File: src/rtl/bin2bcd_seq.sv
// Sequential binary-to-BCD converter (shift-and-add-3), one shift per clock.
// Results that do not fit in BCD_DIGITS saturate to all nines and set o_overflow.
//
// state   | meaning
// --------+-------------------------------------------------------------
// S_IDLE  | waiting for i_start; the last result is held on the outputs
// S_SHIFT | BIN_W adjust+shift steps, then one cycle to publish the result
module bin2bcd_seq #(
    parameter int BIN_W      = 12,
    parameter int BCD_DIGITS = 3
) (
    input  logic                    clk,
    input  logic                    rst_n,
    input  logic                    i_start,
    input  logic [BIN_W-1:0]        i_bin_in,
    output logic                    o_busy,
    output logic                    o_done,
    output logic [4*BCD_DIGITS-1:0] o_bcd_out,
    output logic                    o_overflow
);

    // Scratch is sized from BIN_W rather than BCD_DIGITS, so the overflow
    // decision always sees the full decimal value.
    localparam int SCR_D = (BIN_W + 2) / 3 + 1;
    localparam int SCR_W = 4 * SCR_D;
    localparam int OUT_W = 4 * BCD_DIGITS;
    localparam int CNT_W = $clog2(BIN_W + 1);

    localparam logic [0:0] S_IDLE  = 1'b0;
    localparam logic [0:0] S_SHIFT = 1'b1;

    localparam logic [OUT_W-1:0] NINES = {BCD_DIGITS{4'h9}};

    logic [0:0]             r_state;
    logic [BIN_W-1:0]       r_shift;
    logic [SCR_W-1:0]       r_scr;
    logic [CNT_W-1:0]       r_cnt;
    logic [OUT_W-1:0]       r_bcd;
    logic                   r_ovf;
    logic                   r_done;

    logic [SCR_W-1:0]       w_adj;
    logic [SCR_W+BIN_W-1:0] w_cat;
    logic [OUT_W-1:0]       w_low;
    logic                   w_hi_nz;

    always_comb begin
        w_adj = r_scr;
        for (int d = 0; d < SCR_D; d++) begin
            if (r_scr[4*d +: 4] >= 4'd5) begin
                w_adj[4*d +: 4] = r_scr[4*d +: 4] + 4'd3;
            end
        end
    end

    assign w_cat   = {w_adj, r_shift} << 1;
    assign w_hi_nz = |(r_scr >> OUT_W);

    // Output digits beyond the scratch width (large BCD_DIGITS) read as zero.
    for (genvar g = 0; g < BCD_DIGITS; g++) begin : g_low
        if (g < SCR_D) begin : g_in
            assign w_low[4*g +: 4] = r_scr[4*g +: 4];
        end else begin : g_pad
            assign w_low[4*g +: 4] = 4'd0;
        end
    end

    always_ff @(posedge clk or negedge rst_n) begin
        if (!rst_n) begin
            r_state <= S_IDLE;
            r_shift <= '0;
            r_scr   <= '0;
            r_cnt   <= '0;
            r_bcd   <= '0;
            r_ovf   <= 1'b0;
            r_done  <= 1'b0;
        end else begin
            r_done <= 1'b0;
            case (r_state)
                S_IDLE: begin
                    if (i_start) begin
                        r_shift <= i_bin_in;
                        r_scr   <= '0;
                        r_cnt   <= CNT_W'(BIN_W);
                        r_state <= S_SHIFT;
                    end
                end
                S_SHIFT: begin
                    if (r_cnt != '0) begin
                        r_scr   <= w_cat[SCR_W+BIN_W-1:BIN_W];
                        r_shift <= w_cat[BIN_W-1:0];
                        r_cnt   <= r_cnt - CNT_W'(1);
                    end else begin
                        r_bcd   <= w_hi_nz ? NINES : w_low;
                        r_ovf   <= w_hi_nz;
                        r_done  <= 1'b1;
                        r_state <= S_IDLE;
                    end
                end
                default: r_state <= S_IDLE;
            endcase
        end
    end

    assign o_busy     = (r_state == S_SHIFT);
    assign o_done     = r_done;
    assign o_bcd_out  = r_bcd;
    assign o_overflow = r_ovf;

endmodule

File: config.mk
export PLATFORM = sky130hd
export DESIGN_NAME = bin2bcd_seq
export DESIGN_NICKNAME = d
export VERILOG_FILES = /design/src/rtl/bin2bcd_seq.sv
export SDC_FILE = /design/constraint.sdc
export NUM_CORES = 1
export LEC_CHECK = 0
export BUFFER_PORTS_ARGS = -buffer_cell sky130_fd_sc_hd__buf_2
export CAP_MARGIN = 20
export CORE_MARGIN = 2
export CORE_UTILIZATION = 52
export CTS_CLUSTER_DIAMETER = 120
export DETAILED_ROUTE_END_ITERATION = 8
export GPL_TIMING_DRIVEN = 1
export PLACE_DENSITY = 0.75
export RECOVER_POWER = 25
export SLEW_MARGIN = 30
export SYNTH_ARGS = -nofsm -noshare
export SYNTH_HDL_FRONTEND = slang
export SYNTH_SLANG_ARGS = --single-unit
File: constraint.sdc
create_clock -name clk -period 1.6 [get_ports clk]
set_input_delay 0.16 -clock clk [delete_from_list [all_inputs] [get_ports clk]]
set_output_delay 0.16 -clock clk [all_outputs]
set_load 0.02 [all_outputs]
Word level (Yosys, flattened, before mapping)
Cells that the tools add are included. W data, S select, Z words.

Bitwise gates (word level): 2. Eq/ne operators: 2. Magnitude comparators: 5. Mux-type cells: 20. Reduce and logical (&&, ||, !) cells: 4. $add $sub $neg: 6.

Operator list (count): $mux W20 (2); $pmux W20 S2 (1); $mux W12 (3); $mux W4 (6); $pmux W12 S2 (1); $ge A4 B3 Y1 const B (5); $add A4 B2 Y4 const B (4); $pmux W4 S2 (1); $reduce_or A8 Y1 (1); $mux W1 (4); $reduce_and A2 Y1 (2); $reduce_bool A4 Y1 (1); $sub A4 B1 Y4 const B (1); $add A3 B2 Y3 const B (1); $mux W3 (1); $ne A2 B1 Y1 const B (1); $ne A2 B2 Y1 const B (1); $not A1 Y1 (2); $pmux W1 S2 (1).

Output and inout port bits: 15. Input port bits: 15. Bits in registers: 51.

Longest topological paths before layout
Word-level depth: 4. Mapped depth: 8. Depth with buffers taken out: 6.

Worst setup path after synthesis
Ideal clock, no wire load.

Kind: register to register. Start point: register r_scr[12]. End point: register r_scr[14]. Path slack: 0.074 ns. Arrival: 1.443 ns. Stages on the path, launching flop included: 7. Buffers on the path: 0. Period minus slack after synthesis: 1.526 ns. Cells stage by stage: dfrtp_1 inv_1 ha_1 nand2b_1 a21oi_1 mux2_2 o21ai_0.

Cells in the longest elaborated chain, start to end: 4. Elaborated cells on any way between the ends: 5.

RTL lines: from (decl) (line 36) `logic [SCR_W-1:0] r_scr;`; from (signal assigned) (line 90) `r_scr <= w_cat[SCR_W+BIN_W-1:BIN_W];`; $add A4 B2 Y4 / $ge A4 B3 Y1 (equally long branches) (line 51, 50); $mux W4 (*) (line 50) `if (r_scr[4*d +: 4] >= 4'd5) begin`; $mux W20 (*) (line 89) `if (r_cnt != '0) begin`; $pmux W20 S2 (*) (line 79) `case (r_state)`.

Every way passes the cells marked *; elsewhere a longest branch is shown, timed or not. The select of a mux whose other input is x is not followed. A chain may end at the register's enable or synchronous reset.

Final worst setup path
Start point: register r_cnt[0]. End point: register r_shift[4].

Cells in the longest elaborated chain, start to end: 3.

RTL lines: from (decl) (line 37) `logic [CNT_W-1:0] r_cnt;`; from (signal assigned) (line 84) `r_cnt <= CNT_W'(BIN_W);`; from (signal assigned) (line 92) `r_cnt <= r_cnt - CNT_W'(1);`; $reduce_bool A4 Y1 (line 89); $ne A2 B1 Y1 (no line); $reduce_and A2 Y1 (no line); to (signal assigned) (line 82) `r_shift <= i_bin_in;`; to (signal assigned) (line 91) `r_shift <= w_cat[BIN_W-1:0];`; to (decl) (line 35) `logic [BIN_W-1:0] r_shift;`.

Every way passes these cells.

==> results.py <==
metrics = {
    "finish": {
        "final_layout_size_suffix_gt1_frac": 0.274,
        "fin_nets": 324,
        "fill_cells": 392,
        "instances_no_fill": 350,
        "area_growth_pct": 20.8,
        "postLayoutCoreUtil": 0.645,
        "diodes": 0,
    },
    "detailed_routing": {
        "wl_per_cell_um": 14.9,
        "routed_via_density": 5.55,
        "wl_um": 5210,
        "drc": 0,
        "vias": 1941,
        "firstDrtPassIters": 4,
        "ant_nets": 0,
        "drtIter0Drc": 56,
    },
    "power": {
        "p_int_w": 0.00367,
        "p_sw_w": 0.00258,
        "powerDensity_nw_per_um2": 2070,
        "switching_share": 0.413,
        "ir_drop_v": 0.000953,
        "leakage_nw": 1.46,
        "pwr-share-comb": 0.507,
        "clkPwrFrac": 0.130,
        "p_seq_frac": 0.363,
    },
    "hold_path": {
        "hold_path_depth": 3,
        "min_path_type": "in -> reg",
        "worstHoldStart": "i_bin_in[2]",
    },
    "grt": {
        "grt_pass1_wl_um": 8440,
        "use_met1": 0.256,
        "grt_overflow": 0,
        "grt_pass1_vias": 1862,
        "grt_use_total": 0.204,
        "top_usage_layer": "met2",
        "antenna_found_initial": 0,
        "grt_util_met3": 0.0535,
        "grt_max_degree": 33,
        "use_met2": 0.344,
    },
    "sta": {
        "final_max_slew_viol_count": 0,
        "timing.hold.ws_ns": 0.0691,
        "skew_ns": 0.00594,
        "finalSetupViolCount": 0,
        "rsz0062_at_grt": "yes",
        "fin_crit_sh": 0.984,
        "worstMarginPinSlew_ns": 1.12,
        "worst_slack_ns": 0.0257,
        "period_needed_ns": 1.57,
        "fmax_mhz": 635,
        "hold_viol": 0,
        "relSlewSlack": 0.255,
    },
    "worst_setup_path": {
        "required_ns": 1.80,
        "critPathLaunchType": "register",
        "cp_cell_sequence": "inv_1, ha_1, nand4bb_1, buf_4, o21ai_4, buf_12, a22oi_2, nand2_1",
        "reg2reg_from": "r_cnt[0]$_DFFE_PN0P_",
        "ff2ff_path_depth": 8,
        "crit_path_start": "r_cnt[0]$_DFFE_PN0P_",
        "critPathKind": "reg -> reg",
        "worst_path_max_delay_cell": "dfrtp_1",
        "path_max_fanout": 18,
        "critical_path_arrival_ns": 1.77,
        "max_stage_delay_ns": 0.39,
        "endpoint_kind": "register",
    },
    "floorplanning": {
        "fp.dieW_um": 73.4,
        "rows": 25,
        "core_area_um2": 4690,
        "start_util": 0.534,
        "die_y_um": 73.4,
        "io-pin-count": 30,
        "die_area_um2": 5390,
    },
    "run": {
        "drv_cap": 0,
    },
    "synth": {
        "synth_area_um2": 2510,
        "synth_top_area_share": 0.509,
        "synth_cells": 247,
        "synth_sequential_area_ratio": 0.509,
        "yosysTopAreaCell": "dfrtp_1",
        "synth_area_leaders": "dfrtp_1 (51%), ha_1 (7.0%), nand2_1 (5.7%), o21ai_0 (3.6%), mux2i_1 (2.8%)",
        "synth_seq_cells": 51,
        "syn_nets": 276,
        "yosysWarnings": 0,
        "yosysUniqueCellTypes": 37,
        "synth_area_per_cell_um2": 10.1,
    },
    "clocking": {
        "clkLatencyLatePin_ns": 0.31,
        "clock-sinks": 51,
        "cts_tree": "yes",
        "cts_made_buffers": 5,
        "clockRootBuffer": "clkbuf_8",
        "clk_pin_slew_ns": 0.09,
        "cts_buffer_depth": 2,
        "htree_levels": 2,
    },
    "place": {
        "hpwlAfterDp_um": 3670,
        "place_inst": 336,
        "numPortBuffers": 29,
        "gp_congestion": 0.764,
        "place_ws_ns": -0.0277,
    },
    "run_status": {
        "status": "complete, no violations",
    },
}
## sequential cells by signal (all words and copies together), names as in the netlist
| register | flops |
|---|---|
| o_overflow | 1 |
| r_shift | 12 |
| o_busy | 1 |
| r_cnt | 4 |
| o_done | 1 |
| r_scr | 20 |
| o_bcd_out | 12 |
## critical path, delay by kind of cell (launching register included)
| family | cells | cell delay, ns |
|---|---|---|
| buffers and inverters | 3 | 0.39 |
| flip-flops | 1 | 0.39 |
| adder cells (fa/ha/maj) | 1 | 0.21 |
| AO/OA/AOI/OAI | 2 | 0.25 |
| AND/OR/NAND/NOR | 2 | 0.22 |
## synth_stat cells
cell       count
a31oi_1        3
and3b_1        1
nor2b_1        1
nand2_1       38
nor3_1         1
o211ai_1       4
buf_4          4
a41o_1         1
a22oi_1        6
ha_1          14
nand4_1        1
o21ai_2        1
mux2_2         3
xor2_1         4
o31ai_1        3
mux2i_1        7
o221ai_1       1
o21ai_4        1
a22o_1         4
nor2_1        16
nand2b_1       7
nand4bb_1      1
a21oi_1        8
inv_2          1
nand3_1        5
dfrtp_1       51
clkbuf_1       1
buf_2          6
nand3b_1       1
o32ai_1        4
o21ai_0       18
buf_6          1
o22ai_1        7
xnor2_1        5
inv_1         15
nor4b_1        1
o21a_1         1
## final timing paths
| path | slack (ns) | endpoint |
|---|---|---|
| hold / removal | 0.07 | r_shift[2]$_DFFE_PN0P_ |
| setup reg to reg | 0.03 | r_shift[4]$_DFFE_PN0P_ |
| setup / recovery | 0.03 | r_shift[4]$_DFFE_PN0P_ |
| hold reg to reg | 0.49 | r_shift[11]$_DFFE_PN0P_ |
| min in group asynchronous | 0.59 | o_bcd_out[4]$_DFFE_PN0P_ |
| max in group asynchronous | 0.29 | r_shift[0]$_DFFE_PN0P_ |
## placed cells by master (no fill, tap or decap), drive strengths merged
master       Yosys  layout
nand4bb          1       1
o221ai           1       1
dfrtp           51      51
buf             11      51
nor2            16      16
a22o             4       4
a21oi            8       8
inv             16      16
ha              14      14
mux2             3       3
nor4b            1       1
nor2b            1       1
nand2b           7       7
nor3             1       1
a22oi            6       6
clkbuf           1       9
xor2             4       4
o22ai            7       7
o21a             1       1
dlygate4sd3      0       1
o21ai           20      20
o211ai           4       4
a41o             1       1
and3b            1       1
o31ai            3       3
nand2           38      38
nand3b           1       1
xnor2            5       5
a31oi            3       3
nand3            5       5
nand4            1       1
mux2i            7       7
o32ai            4       4
## stage by stage
step	power [W]	instance area (um^2)	TNS, ns
floorplan	0.00430	2510	0
global placement	0.00511	2800	0
detailed placement	0.00524	2800	-0.0312
CTS	0.00607	2920	0
global route	0.00674	3030	-0.113
finish	0.00625	3030	0
## power by group through the flow
stage | sequential (W) | clock, W | combinational [W]
2_1_floorplan | 0.00229 | 0 | 0.00201
3_5_place_dp | 0.00225 | 0 | 0.00299
6_report | 0.00227 | 0.000811 | 0.00317
5_1_grt | 0.00233 | 0.000883 | 0.00353
4_1_cts | 0.00223 | 0.000825 | 0.00301
3_3_place_gp | 0.00223 | 0 | 0.00288
## what timing repair did
item,4_1_cts,5_1_grt
setup buffers,0,5
resized for setup,2,19
cloned,0,0
endpoints found under the setup margin,10,28
hold buffers,1,0
endpoints found under the hold margin,19,0
pin swaps,1,1
## layout make-up
class / instances / area [um^2] / area share
multi-input combinational: 168 / 1150 / 0.382
timing repair buffer: 53 / 368 / 0.122
clock buffer: 8 / 100 / 0.0331
tap: 54 / 67.6 / 0.0223
inverter: 16 / 60.1 / 0.0198
sequential: 51 / 1280 / 0.422
## kinds of logic after synthesis
logic type | share of synthesized area
AND/OR/NAND/NOR | 0.130
AO/OA/AOI/OAI | 0.164
flip-flops | 0.509
buffers and inverters | 0.0539
adder cells (fa/ha/maj) | 0.0699
multiplexers | 0.0414
XOR/XNOR | 0.0315
## per-layer routing
layer	part of all wire	routed length (um)	vias up
li1	-	-	949
met1	0.45	2350	941
met2	0.50	2580	41
met3	0.039	202	10
met4	0.015	78	0
met5	0	0	-
(Power assumes the default switching activity.)
